[config.mk]
export PLATFORM = sky130hd
export DESIGN_NAME = sqg_pyramid
export DESIGN_NICKNAME = d
export VERILOG_FILES = /design/src/rtl/sqg_pkg.sv /design/src/rtl/sqg_quad_acc.sv /design/src/rtl/sqg_pyramid.sv
export SDC_FILE = /design/constraint.sdc
export NUM_CORES = 1
export LEC_CHECK = 0
export ABC_AREA = 0
export CORE_ASPECT_RATIO = 1.4
export CORE_MARGIN = 2
export CORE_UTILIZATION = 26
export CTS_CLUSTER_SIZE = 40
export DETAILED_ROUTE_END_ITERATION = 16
export PLACE_DENSITY = 0.5
export SLEW_MARGIN = 20
export SYNTH_ARGS = -nofsm -noshare
export SYNTH_HDL_FRONTEND = slang
export SYNTH_SLANG_ARGS = --single-unit
export TNS_END_PERCENT = 20
[constraint.sdc]
create_clock -name clk -period 2.95 [get_ports clk]
set_clock_uncertainty 0.05 [all_clocks]
set_input_delay 0.59 -clock clk [delete_from_list [all_inputs] [get_ports clk]]
set_output_delay 0.59 -clock clk [all_outputs]
set_load 0.1 [all_outputs]
[src/rtl/sqg_pkg.sv]
// ============================================================================
// Module      : sqg_pkg
// Description : Shared types, width helpers and address packing for the
//               2x2-sum square-pyramid generator (sqg_pyramid).
// Revision    : 1.0 - initial release
// ============================================================================
`default_nettype none

package sqg_pkg;

    // Sequencer states of the pyramid builder
    typedef enum logic [1:0] {
        ST_IDLE  = 2'd0,
        ST_READ  = 2'd1,
        ST_DRAIN = 2'd2,
        ST_DONE  = 2'd3
    } sqg_state_e;

    // Gap between a level's last read and the next level's first read; it
    // covers the read-data and write-data register stages.
    localparam int DRAIN_CYCLES = 2;

    // Width of a level number able to hold 0..box_idx
    function automatic int lvl_width(input int box_idx);
        return $clog2(box_idx + 1);
    endfunction

    // Full RAM address width: {level, row, col}
    function automatic int addr_width(input int box_idx);
        return lvl_width(box_idx) + 2 * box_idx;
    endfunction

    // Packs {level, row, col}; caller truncates to its address width
    function automatic logic [31:0] pack_addr(input int box_idx, input int lvl,
                                              input int row, input int col);
        return 32'((lvl << (2 * box_idx)) | (row << box_idx) | col);
    endfunction

    // Level count 0 means one level; anything beyond the 1x1 level is cut back
    function automatic int clamp_levels(input int req, input int max_lvl);
        if (req < 1) begin
            return 1;
        end
        if (req > max_lvl) begin
            return max_lvl;
        end
        return req;
    endfunction

endpackage

`default_nettype wire

[src/rtl/sqg_quad_acc.sv]
// ============================================================================
// Module      : sqg_quad_acc
// Description : Accumulates the four returned reads of one quad and registers
//               the sum as a RAM write. Optional macro SQG_SAT_EN selects
//               saturating adds; otherwise sums wrap modulo 2^DATA_LEN.
// Revision    : 1.0 - initial release
// ============================================================================
`default_nettype none

module sqg_quad_acc #(
    parameter int DATA_LEN = 8,
    parameter int AW       = 8
) (
    input  logic                clk,
    input  logic                rst_n,
    input  logic                in_valid,
    input  logic [DATA_LEN-1:0] in_data,
    input  logic [AW-1:0]       in_addr,
    input  logic                in_last,
    output logic                wr_en,
    output logic [AW-1:0]       wr_addr,
    output logic [DATA_LEN-1:0] wr_data,
    output logic                lvl_done
);

    logic [1:0]          phase_q,    phase_d;
    logic [DATA_LEN-1:0] acc_q,      acc_d;
    logic                wr_en_q,    wr_en_d;
    logic [AW-1:0]       wr_addr_q,  wr_addr_d;
    logic [DATA_LEN-1:0] wr_data_q,  wr_data_d;
    logic                lvl_done_q, lvl_done_d;
    logic [DATA_LEN-1:0] acc_sum;

    function automatic logic [DATA_LEN-1:0] add_cell(input logic [DATA_LEN-1:0] a,
                                                     input logic [DATA_LEN-1:0] b);
`ifdef SQG_SAT_EN
        logic [DATA_LEN:0] s;
        s = {1'b0, a} + {1'b0, b};
        return s[DATA_LEN] ? {DATA_LEN{1'b1}} : s[DATA_LEN-1:0];
`else
        return a + b;
`endif
    endfunction

    assign acc_sum = add_cell(acc_q, in_data);

    // Phase 0 loads, phases 1-3 add; phase 3 launches the write
    always_comb begin
        phase_d    = phase_q;
        acc_d      = acc_q;
        wr_en_d    = 1'b0;
        wr_addr_d  = wr_addr_q;
        wr_data_d  = wr_data_q;
        lvl_done_d = 1'b0;
        if (in_valid) begin
            phase_d = phase_q + 2'd1;
            acc_d   = (phase_q == 2'd0) ? in_data : acc_sum;
            if (phase_q == 2'd3) begin
                wr_en_d    = 1'b1;
                wr_addr_d  = in_addr;
                wr_data_d  = acc_sum;
                lvl_done_d = in_last;
            end
        end
    end

    // Accumulator and write-stage registers
    always_ff @(posedge clk or negedge rst_n) begin
        if (!rst_n) begin
            phase_q    <= 2'd0;
            acc_q      <= '0;
            wr_en_q    <= 1'b0;
            wr_addr_q  <= '0;
            wr_data_q  <= '0;
            lvl_done_q <= 1'b0;
        end else begin
            phase_q    <= phase_d;
            acc_q      <= acc_d;
            wr_en_q    <= wr_en_d;
            wr_addr_q  <= wr_addr_d;
            wr_data_q  <= wr_data_d;
            lvl_done_q <= lvl_done_d;
        end
    end

    assign wr_en    = wr_en_q;
    assign wr_addr  = wr_addr_q;
    assign wr_data  = wr_data_q;
    assign lvl_done = lvl_done_q;

endmodule

`default_nettype wire

[src/rtl/sqg_pyramid.sv]
// ============================================================================
// Module      : sqg_pyramid
// Description : Builds the 2x2-sum pyramid over a 2^BOX_IDX square level 0 in
//               the box-count RAM, level by level, with start/busy/done.
//               Optional macro SQG_SAT_EN: saturating sums (see sqg_quad_acc).
// Revision    : 1.0 - initial release
// ============================================================================
`default_nettype none

module sqg_pyramid
    import sqg_pkg::*;
#(
    parameter int BOX_IDX  = 3,
    parameter int DATA_LEN = 8,
    parameter int LVL_W    = lvl_width(BOX_IDX),
    parameter int AW       = addr_width(BOX_IDX)
) (
    input  logic                clk,
    input  logic                rst_n,
    input  logic                start,
    input  logic [LVL_W-1:0]    cfg_levels,
    output logic                busy,
    output logic                done,
    output logic                lvl_done,
    output logic [LVL_W-1:0]    lvl_idx,
    output logic                rd_en,
    output logic [AW-1:0]       rd_addr,
    input  logic [DATA_LEN-1:0] rd_data,
    output logic                wr_en,
    output logic [AW-1:0]       wr_addr,
    output logic [DATA_LEN-1:0] wr_data
);

    localparam int DRAIN_W = (DRAIN_CYCLES > 1) ? $clog2(DRAIN_CYCLES) : 1;

    sqg_state_e         state_q,   state_d;
    logic [LVL_W-1:0]   lvl_idx_q, lvl_idx_d;
    logic [LVL_W-1:0]   lvl_max_q, lvl_max_d;
    logic [BOX_IDX-1:0] row_q,     row_d;
    logic [BOX_IDX-1:0] col_q,     col_d;
    logic [1:0]         rphase_q,  rphase_d;
    logic [DRAIN_W-1:0] drain_q,   drain_d;
    logic               rvalid_q,  rvalid_d;
    logic [AW-1:0]      dest_q,    dest_d;
    logic               last_q,    last_d;

    logic [BOX_IDX-1:0] side_m1;
    logic               last_quad;
    logic [BOX_IDX-1:0] rd_row;
    logic [BOX_IDX-1:0] rd_col;

    // Output side of level L is 2^(BOX_IDX-L); r and c stay below half the
    // source side, so 2r+p1 / 2c+p0 are a shift with the phase bit appended.
    assign side_m1   = {BOX_IDX{1'b1}} >> lvl_idx_q;
    assign last_quad = (row_q == side_m1) && (col_q == side_m1);
    assign rd_row    = {row_q[BOX_IDX-2:0], rphase_q[1]};
    assign rd_col    = {col_q[BOX_IDX-2:0], rphase_q[0]};

    assign rd_en   = (state_q == ST_READ);
    assign rd_addr = rd_en ? AW'(pack_addr(BOX_IDX, int'(lvl_idx_q) - 1,
                                           int'(rd_row), int'(rd_col))) : '0;

    // Read-side context that travels with the data returned next cycle
    assign rvalid_d = rd_en;
    assign dest_d   = AW'(pack_addr(BOX_IDX, int'(lvl_idx_q), int'(row_q), int'(col_q)));
    assign last_d   = rd_en && (rphase_q == 2'd3) && last_quad;

    // Next-state: quad/raster address walk, drain gap and level stepping
    always_comb begin
        state_d   = state_q;
        lvl_idx_d = lvl_idx_q;
        lvl_max_d = lvl_max_q;
        row_d     = row_q;
        col_d     = col_q;
        rphase_d  = rphase_q;
        drain_d   = drain_q;
        case (state_q)
            ST_IDLE: begin
                if (start) begin
                    lvl_max_d = LVL_W'(clamp_levels(int'(cfg_levels), BOX_IDX));
                    lvl_idx_d = LVL_W'(1);
                    row_d     = '0;
                    col_d     = '0;
                    rphase_d  = 2'd0;
                    state_d   = ST_READ;
                end
            end
            ST_READ: begin
                rphase_d = rphase_q + 2'd1;
                if (rphase_q == 2'd3) begin
                    if (col_q == side_m1) begin
                        col_d = '0;
                        if (row_q == side_m1) begin
                            row_d   = '0;
                            drain_d = '0;
                            state_d = ST_DRAIN;
                        end else begin
                            row_d = row_q + BOX_IDX'(1);
                        end
                    end else begin
                        col_d = col_q + BOX_IDX'(1);
                    end
                end
            end
            ST_DRAIN: begin
                drain_d = drain_q + DRAIN_W'(1);
                if (drain_q == DRAIN_W'(DRAIN_CYCLES - 1)) begin
                    if (lvl_idx_q == lvl_max_q) begin
                        state_d = ST_DONE;
                    end else begin
                        lvl_idx_d = lvl_idx_q + LVL_W'(1);
                        state_d   = ST_READ;
                    end
                end
            end
            ST_DONE: begin
                state_d = ST_IDLE;
            end
            default: begin
                state_d = ST_IDLE;
            end
        endcase
    end

    // Sequencer and read-pipeline registers
    always_ff @(posedge clk or negedge rst_n) begin
        if (!rst_n) begin
            state_q   <= ST_IDLE;
            lvl_idx_q <= '0;
            lvl_max_q <= '0;
            row_q     <= '0;
            col_q     <= '0;
            rphase_q  <= 2'd0;
            drain_q   <= '0;
            rvalid_q  <= 1'b0;
            dest_q    <= '0;
            last_q    <= 1'b0;
        end else begin
            state_q   <= state_d;
            lvl_idx_q <= lvl_idx_d;
            lvl_max_q <= lvl_max_d;
            row_q     <= row_d;
            col_q     <= col_d;
            rphase_q  <= rphase_d;
            drain_q   <= drain_d;
            rvalid_q  <= rvalid_d;
            dest_q    <= dest_d;
            last_q    <= last_d;
        end
    end

    assign busy    = (state_q == ST_READ) || (state_q == ST_DRAIN);
    assign done    = (state_q == ST_DONE);
    assign lvl_idx = lvl_idx_q;

    sqg_quad_acc #(
        .DATA_LEN (DATA_LEN),
        .AW       (AW)
    ) u_quad_acc (
        .clk      (clk),
        .rst_n    (rst_n),
        .in_valid (rvalid_q),
        .in_data  (rd_data),
        .in_addr  (dest_q),
        .in_last  (last_q),
        .wr_en    (wr_en),
        .wr_addr  (wr_addr),
        .wr_data  (wr_data),
        .lvl_done (lvl_done)
    );

endmodule

`default_nettype wire

# Word level (Yosys, flattened, before mapping)
# Cells that the tools add are included.
# word_totals
ff_bits	53
latchBits	0
input_bits	13
mem_count	0
mem_bits_rw	0
word_cells	96
mem_bits_ro	0
# op_classes
n_addsub	8
n_mux	35
magnitude_cmp	1
div	0
shift	1
bitwise	4
eq_ne	14
reduce_logical	17
multipliers	0
# op_table
op	count
two-way mux 2 bit	10
two-way mux 3 bit	6
two-way mux 8 bit	2
case mux 3 bit (2 select lines)	2
AND reduction 4 bit	3
two-way mux 1 bit	11
adder 8 bit	1
equality test 2 bit, second input constant	4
OR 8 x 3 -> 8 bit	1
OR 8 x 4 -> 8 bit	1
OR 8 x 6 -> 8 bit	1
OR 8 x 7 -> 8 bit	1
case mux 2 bit (2 select lines)	2
case mux 2 bit (4 select lines)	1
adder 2 x 1 -> 2 bit, second input constant	3
adder 3 x 1 -> 3 bit, second input constant	2
equality test 3 bit	2
inequality test 2 x 1 -> 1 bit, second input constant	3
inequality test 2 bit, second input constant	3
AND reduction 2 bit	3
nonzero test 2 bit	3
AND reduction 5 bit	1
logical NOT 2 bit	2
logical AND 1 bit	3
9 further kinds	9

# Longest topological paths before layout
# logic_depth
ltp_word	6
depth_mapped	8
ltp_nobuf	8

# Modules after synthesis
# From an unflattened synthesis, not the netlist that was laid out.
# hier_totals
cells_unflattened	260
hier_area_um2	2766.4
# by_module_without_submodules
mod	instances	cells_per_inst	area_per_inst_um2
sqg_quad_acc	1	142	1493.9
sqg_pyramid	1	118	1272.5

# Worst setup path after synthesis
# No wires, ideal clock.
# synth_path
kind	flip-flop to output port
startpoint	register state_q[1]
endpoint	output rd_addr[1]
setup_slack_ns	-0.961
t_arrival_ns	3.271
path_stages_with_launch	5
cell_sequence	dfrtp_1 > inv_1 > ha_1 > clkinv_1 > nor2_1
# synth_via
elab_chain_len	2
# synth_rtl
item	line_no	rtl
start, declared	sqg_pyramid.sv:36	sqg_state_e state_q, state_d;
start signal, assigned	sqg_pyramid.sv:139	state_q <= state_d;
equality test 2 x 1 -> 1 bit	sqg_pyramid.sv:59	assign rd_en = (state_q == ST_READ);
via rd_en	sqg_pyramid.sv:26	output logic rd_en,
two-way mux 8 bit	sqg_pyramid.sv:60	assign rd_addr = rd_en ? AW'(pack_addr(BOX_IDX, int'(lvl_idx_q) - 1,
end, declared	sqg_pyramid.sv:27	output logic [AW-1:0] rd_addr,
# The timed path passes the listed nets, and every way through them passes these cells.

# Worst setup path in the final report
# layout_path
startpoint	register state_q[1]
endpoint	output rd_addr[5]
# layout_via
elab_chain_len	2
# layout_rtl
item	line_no
equality test 2 x 1 -> 1 bit	sqg_pyramid.sv:59
two-way mux 8 bit	sqg_pyramid.sv:60
# No other way between the ends.

==> impl_metrics.sql <==
INSERT INTO impl_metrics (metric_group, metric, value, unit) VALUES
('outcome', 'status', 'complete, no violations', ''),
('synth', 'synthesis.yosys.warnings', '0', ''),
('grt', 'groute.usage.overall', '0.103', ''),
('synth', 'ys.flop_type', 'sky130_fd_sc_hd__dfrtp_1', ''),
('place', 'placement.setup.worst_slack', '0.252', 'ns'),
('setup_path', 'reg2reg_depth', '7', ''),
('timing', 'final_min_period_over_clock_period', '0.864', ''),
('clock_network', 'post_cts_hold_fix_bufs', '0', ''),
('die', 'chipHeight', '126', 'um'),
('clock_network', 'clock_sinks', '53', ''),
('timing', 'final-max-slew-violation-count', '0', ''),
('place', 'place.detailed.hpwl', '4150', 'um'),
('timing', 'worst-slew-pin-transition', '0.816', 'ns'),
('route', 'detail_route.wirelength', '5700', 'um'),
('run', 'drv_cap', '0', ''),
('grt', 'maximum_number_of_pins_on_one_net_before_global_route_repair', '54', ''),
('clock_network', 'clock_latency', '0.29', 'ns'),
('synth', 'post_synth_inst_count', '260', ''),
('route', 'firstDrtPassIters', '4', ''),
('synth', 'synth.ff_latch_count', '53', ''),
('synth', 'number_of_nets_in_the_synthesized_netlist', '292', ''),
('synth', 'synth.lib_cells_used.distinct', '50', ''),
('grt', 'grt_antenna_before_repair', '0', ''),
('timing', 'period_minus_slack', '2.55', 'ns'),
('setup_path', 'timing.critical_path.from_type', 'register', ''),
('final_layout', 'final_cell_mix', 'sky130_fd_sc_hd__dfrtp_1, sky130_fd_sc_hd__buf_4, sky130_fd_sc_hd__o21ai_0', ''),
('place', 'placement.io_buffers', '43', ''),
('timing', 'finalSetupTns', '0', 'ns'),
('timing', 'max_freq', '392', 'MHz'),
('timing', 'grt_setup_unrepaired', 'false', ''),
('clock_network', 'cts_buffers', '5', ''),
('synth', 'synth_area_per_cell', '10.6', 'sq um'),
('timing', 'hold_viol', '0', ''),
('worst_hold_path', 'hold_path_class', 'input pin to asynchronous set/reset pin', ''),
('die', 'fp-row-count', '44', ''),
('clock_network', 'cts.path.max_buffers', '2', ''),
('place', 'globalplace.congestion', '0.764', ''),
('final_layout', 'most_common_library_cell_in_the_layout_ignoring_fill_and_taps', 'sky130_fd_sc_hd__dfrtp_1', ''),
('final_layout', 'final_nets', '337', ''),
('synth', 'part_of_the_yosys_area_used_for_sequential_elements', '0.483', ''),
('clock_network', 'cts.repair.resized', '0', ''),
('timing', 'finalSetupViolCount', '0', ''),
('grt', 'grt.overflow.total', '0', ''),
('clock_network', 'clk_root_buffer_cell', 'sky130_fd_sc_hd__clkbuf_16', ''),
('route', 'antenna_left', '0', ''),
('route', 'num_vias', '2012', ''),
('final_layout', 'area_delta_synth_final', '27.5', '%'),
('final_layout', 'final_area', '3500', 'sq um'),
('final_layout', 'layout-drive-gt1-share', '0.222', ''),
('final_layout', 'diodes', '0', ''),
('clock_network', 'tritoncts', 'done', ''),
('clock_network', 'cts.clk_slew.worst_paths', '0.07', 'ns'),
('setup_path', 'end_kind', 'output port', ''),
('die', 'floorplan.die.width', '90.8', 'um'),
('synth', 'synth_enable_flop_cells', '0', ''),
('final_layout', 'filler_cell_count', '1080', ''),
('die', 'die_area', '11400', 'sq um'),
('clock_network', 'cts_max_level', '2', ''),
('clock_network', 'buffers_inserted_by_post_cts_timing_repair', '0', ''),
('route', 'detail_route.iter0.violations', '66', ''),
('setup_path', 'cp.required', '2.31', 'ns'),
('route', 'vias_per_cell', '4.53', ''),
('route', 'route.detailed.wl_per_inst', '12.8', 'um'),
('grt', 'first_global_vias', '1944', ''),
('timing', 'worst_case_headroom_to_the_max_slew_limit', '0.450', ''),
('die', 'core', '10300', 'sq um'),
('grt', 'wire_length_of_the_first_global_routing_pass', '9560', 'um'),
('route', 'drc', '0', ''),
('setup_path', 'cp.arrival', '1.91', 'ns'),
('place', 'placedInstanceArea', '3330', 'sq um'),
('setup_path', 'crit_type', 'register to output port', ''),
('die', 'top_level_port_count', '44', ''),
('timing', 'postLayoutSetupSlackWorst', '0.401', 'ns'),
('final_layout', 'post-route-util', '0.338', ''),
('setup_path', 'critPathMaxFanout', '10', ''),
('synth', 'mappedNetlistArea', '2750', 'sq um'),
('die', 'initial_core_util', '0.265', ''),
('synth', 'postSynth.asyncResetShare', '1.00', ''),
('setup_path', 'reg2reg_slack', '0.87', 'ns');
cells in the mapped netlist (2+ instances only):
| master | n | share of area |
|---|---|---|
| sky130_fd_sc_hd__buf_2 | 2 | 0.0036 |
| sky130_fd_sc_hd__o21a_1 | 3 | 0.0082 |
| sky130_fd_sc_hd__o211ai_1 | 4 | 0.011 |
| sky130_fd_sc_hd__nand2_1 | 18 | 0.025 |
| sky130_fd_sc_hd__ha_1 | 18 | 0.082 |
| sky130_fd_sc_hd__and3_1 | 2 | 0.0046 |
| sky130_fd_sc_hd__inv_1 | 14 | 0.019 |
| sky130_fd_sc_hd__or3_1 | 2 | 0.0046 |
| sky130_fd_sc_hd__a21o_1 | 2 | 0.0055 |
| sky130_fd_sc_hd__dfrtp_1 | 53 | 0.48 |
| sky130_fd_sc_hd__and4b_1 | 2 | 0.0073 |
| sky130_fd_sc_hd__a21oi_1 | 12 | 0.022 |
| sky130_fd_sc_hd__mux2_2 | 11 | 0.045 |
| sky130_fd_sc_hd__and2_1 | 4 | 0.0091 |
| sky130_fd_sc_hd__o21ai_0 | 19 | 0.035 |
| sky130_fd_sc_hd__nor3_1 | 3 | 0.0055 |
| sky130_fd_sc_hd__nor3b_1 | 2 | 0.0055 |
| sky130_fd_sc_hd__a21oi_2 | 2 | 0.0064 |
| sky130_fd_sc_hd__buf_4 | 3 | 0.0082 |
| sky130_fd_sc_hd__a211oi_1 | 2 | 0.0055 |
| sky130_fd_sc_hd__nand2b_1 | 3 | 0.0068 |
| sky130_fd_sc_hd__a31oi_1 | 2 | 0.0046 |
| sky130_fd_sc_hd__o31ai_1 | 2 | 0.0055 |
| sky130_fd_sc_hd__o2bb2ai_1 | 2 | 0.0064 |
| sky130_fd_sc_hd__nand3_1 | 9 | 0.016 |
| sky130_fd_sc_hd__clkbuf_1 | 4 | 0.0055 |
| sky130_fd_sc_hd__nor2b_1 | 3 | 0.0068 |
| sky130_fd_sc_hd__mux2i_1 | 4 | 0.015 |
| sky130_fd_sc_hd__nand4_1 | 2 | 0.0046 |
| sky130_fd_sc_hd__xnor2_1 | 8 | 0.026 |
| sky130_fd_sc_hd__nor2_1 | 18 | 0.025 |
| sky130_fd_sc_hd__xor2_1 | 7 | 0.022 |
area by class of cell:
cell class	instances	area, sq um	share of cell area
Sequential cell	53	1330	0.379
Timing Repair Buffer	47	428	0.122
Multi-Input combinational cell	182	1340	0.384
Clock inverter	3	43.8	0.0125
Inverter	16	60.1	0.0172
Tap cell	138	173	0.0493
Clock buffer	5	125	0.0358
worst paths after layout:
path,startpoint,end
max,state_q[1]$_DFFE_PN0P_,rd_addr[5]
min,rst_n,u_quad_acc.acc_q[7]$_DFFE_PN0P_
max reg2reg,state_q[1]$_DFFE_PN0P_,row_q[0]$_DFFE_PN0P_
min reg2reg,row_q[2]$_DFFE_PN0P_,dest_q[5]$_DFF_PN0_
max in group asynchronous,rst_n,u_quad_acc.wr_addr[1]$_DFFE_PN0P_
min in group clk,row_q[2]$_DFFE_PN0P_,dest_q[5]$_DFF_PN0_
through the flow:
step                hold slack, ns  cells
global route                 0.420    444
detailed placement           0.393    436
floorplan                    0.244    260
CTS                          0.406    444
finish                       0.382    444
global placement             0.387    436
state kept, by name, indices dropped and copies added, names as in the netlist:
signal               cells
u_quad_acc.wr_addr       8
lvl_max_q                2
u_quad_acc.lvl_done      1
drain_q                  1
u_quad_acc.wr_data       8
u_quad_acc.phase_q       2
rvalid_q                 1
rphase_q                 2
col_q                    3
last_q                   1
state_q                  2
dest_q                   8
lvl_idx                  2
u_quad_acc.wr_en         1
row_q                    3
u_quad_acc.acc_q         8
routing by layer:
metal / part of all wire / wire [um] / global-route usage
met2: 0.50 / 2830 / 0.179
met3: 0.035 / 198 / 0.0235
met1: 0.46 / 2630 / 0.129
met4: 0.0061 / 35 / 0.0267
met5: 0 / 0 / 0
logic make-up after synthesis:
family / count (synthesis) / share of synthesized area
AND/OR/NAND/NOR: 73 / 0.137
buffers and inverters: 25 / 0.0392
multiplexers: 16 / 0.0652
flip-flops: 53 / 0.483
adder cells (fa/ha/maj): 19 / 0.0893
AO/OA/AOI/OAI: 59 / 0.139
XOR/XNOR: 15 / 0.0479
critical path, stage by stage, from the launching register on:
cell	delay, ns
sky130_fd_sc_hd__dfrtp_1	0.42
sky130_fd_sc_hd__inv_1	0.12
sky130_fd_sc_hd__ha_2	0.19
sky130_fd_sc_hd__clkinv_1	0.41
sky130_fd_sc_hd__nor2_4	0.29
sky130_fd_sc_hd__buf_12	0.19
Power is left out: the tool's default activity adds up to more than one toggle a clock period on the data nets, which glitch-free logic cannot reach.
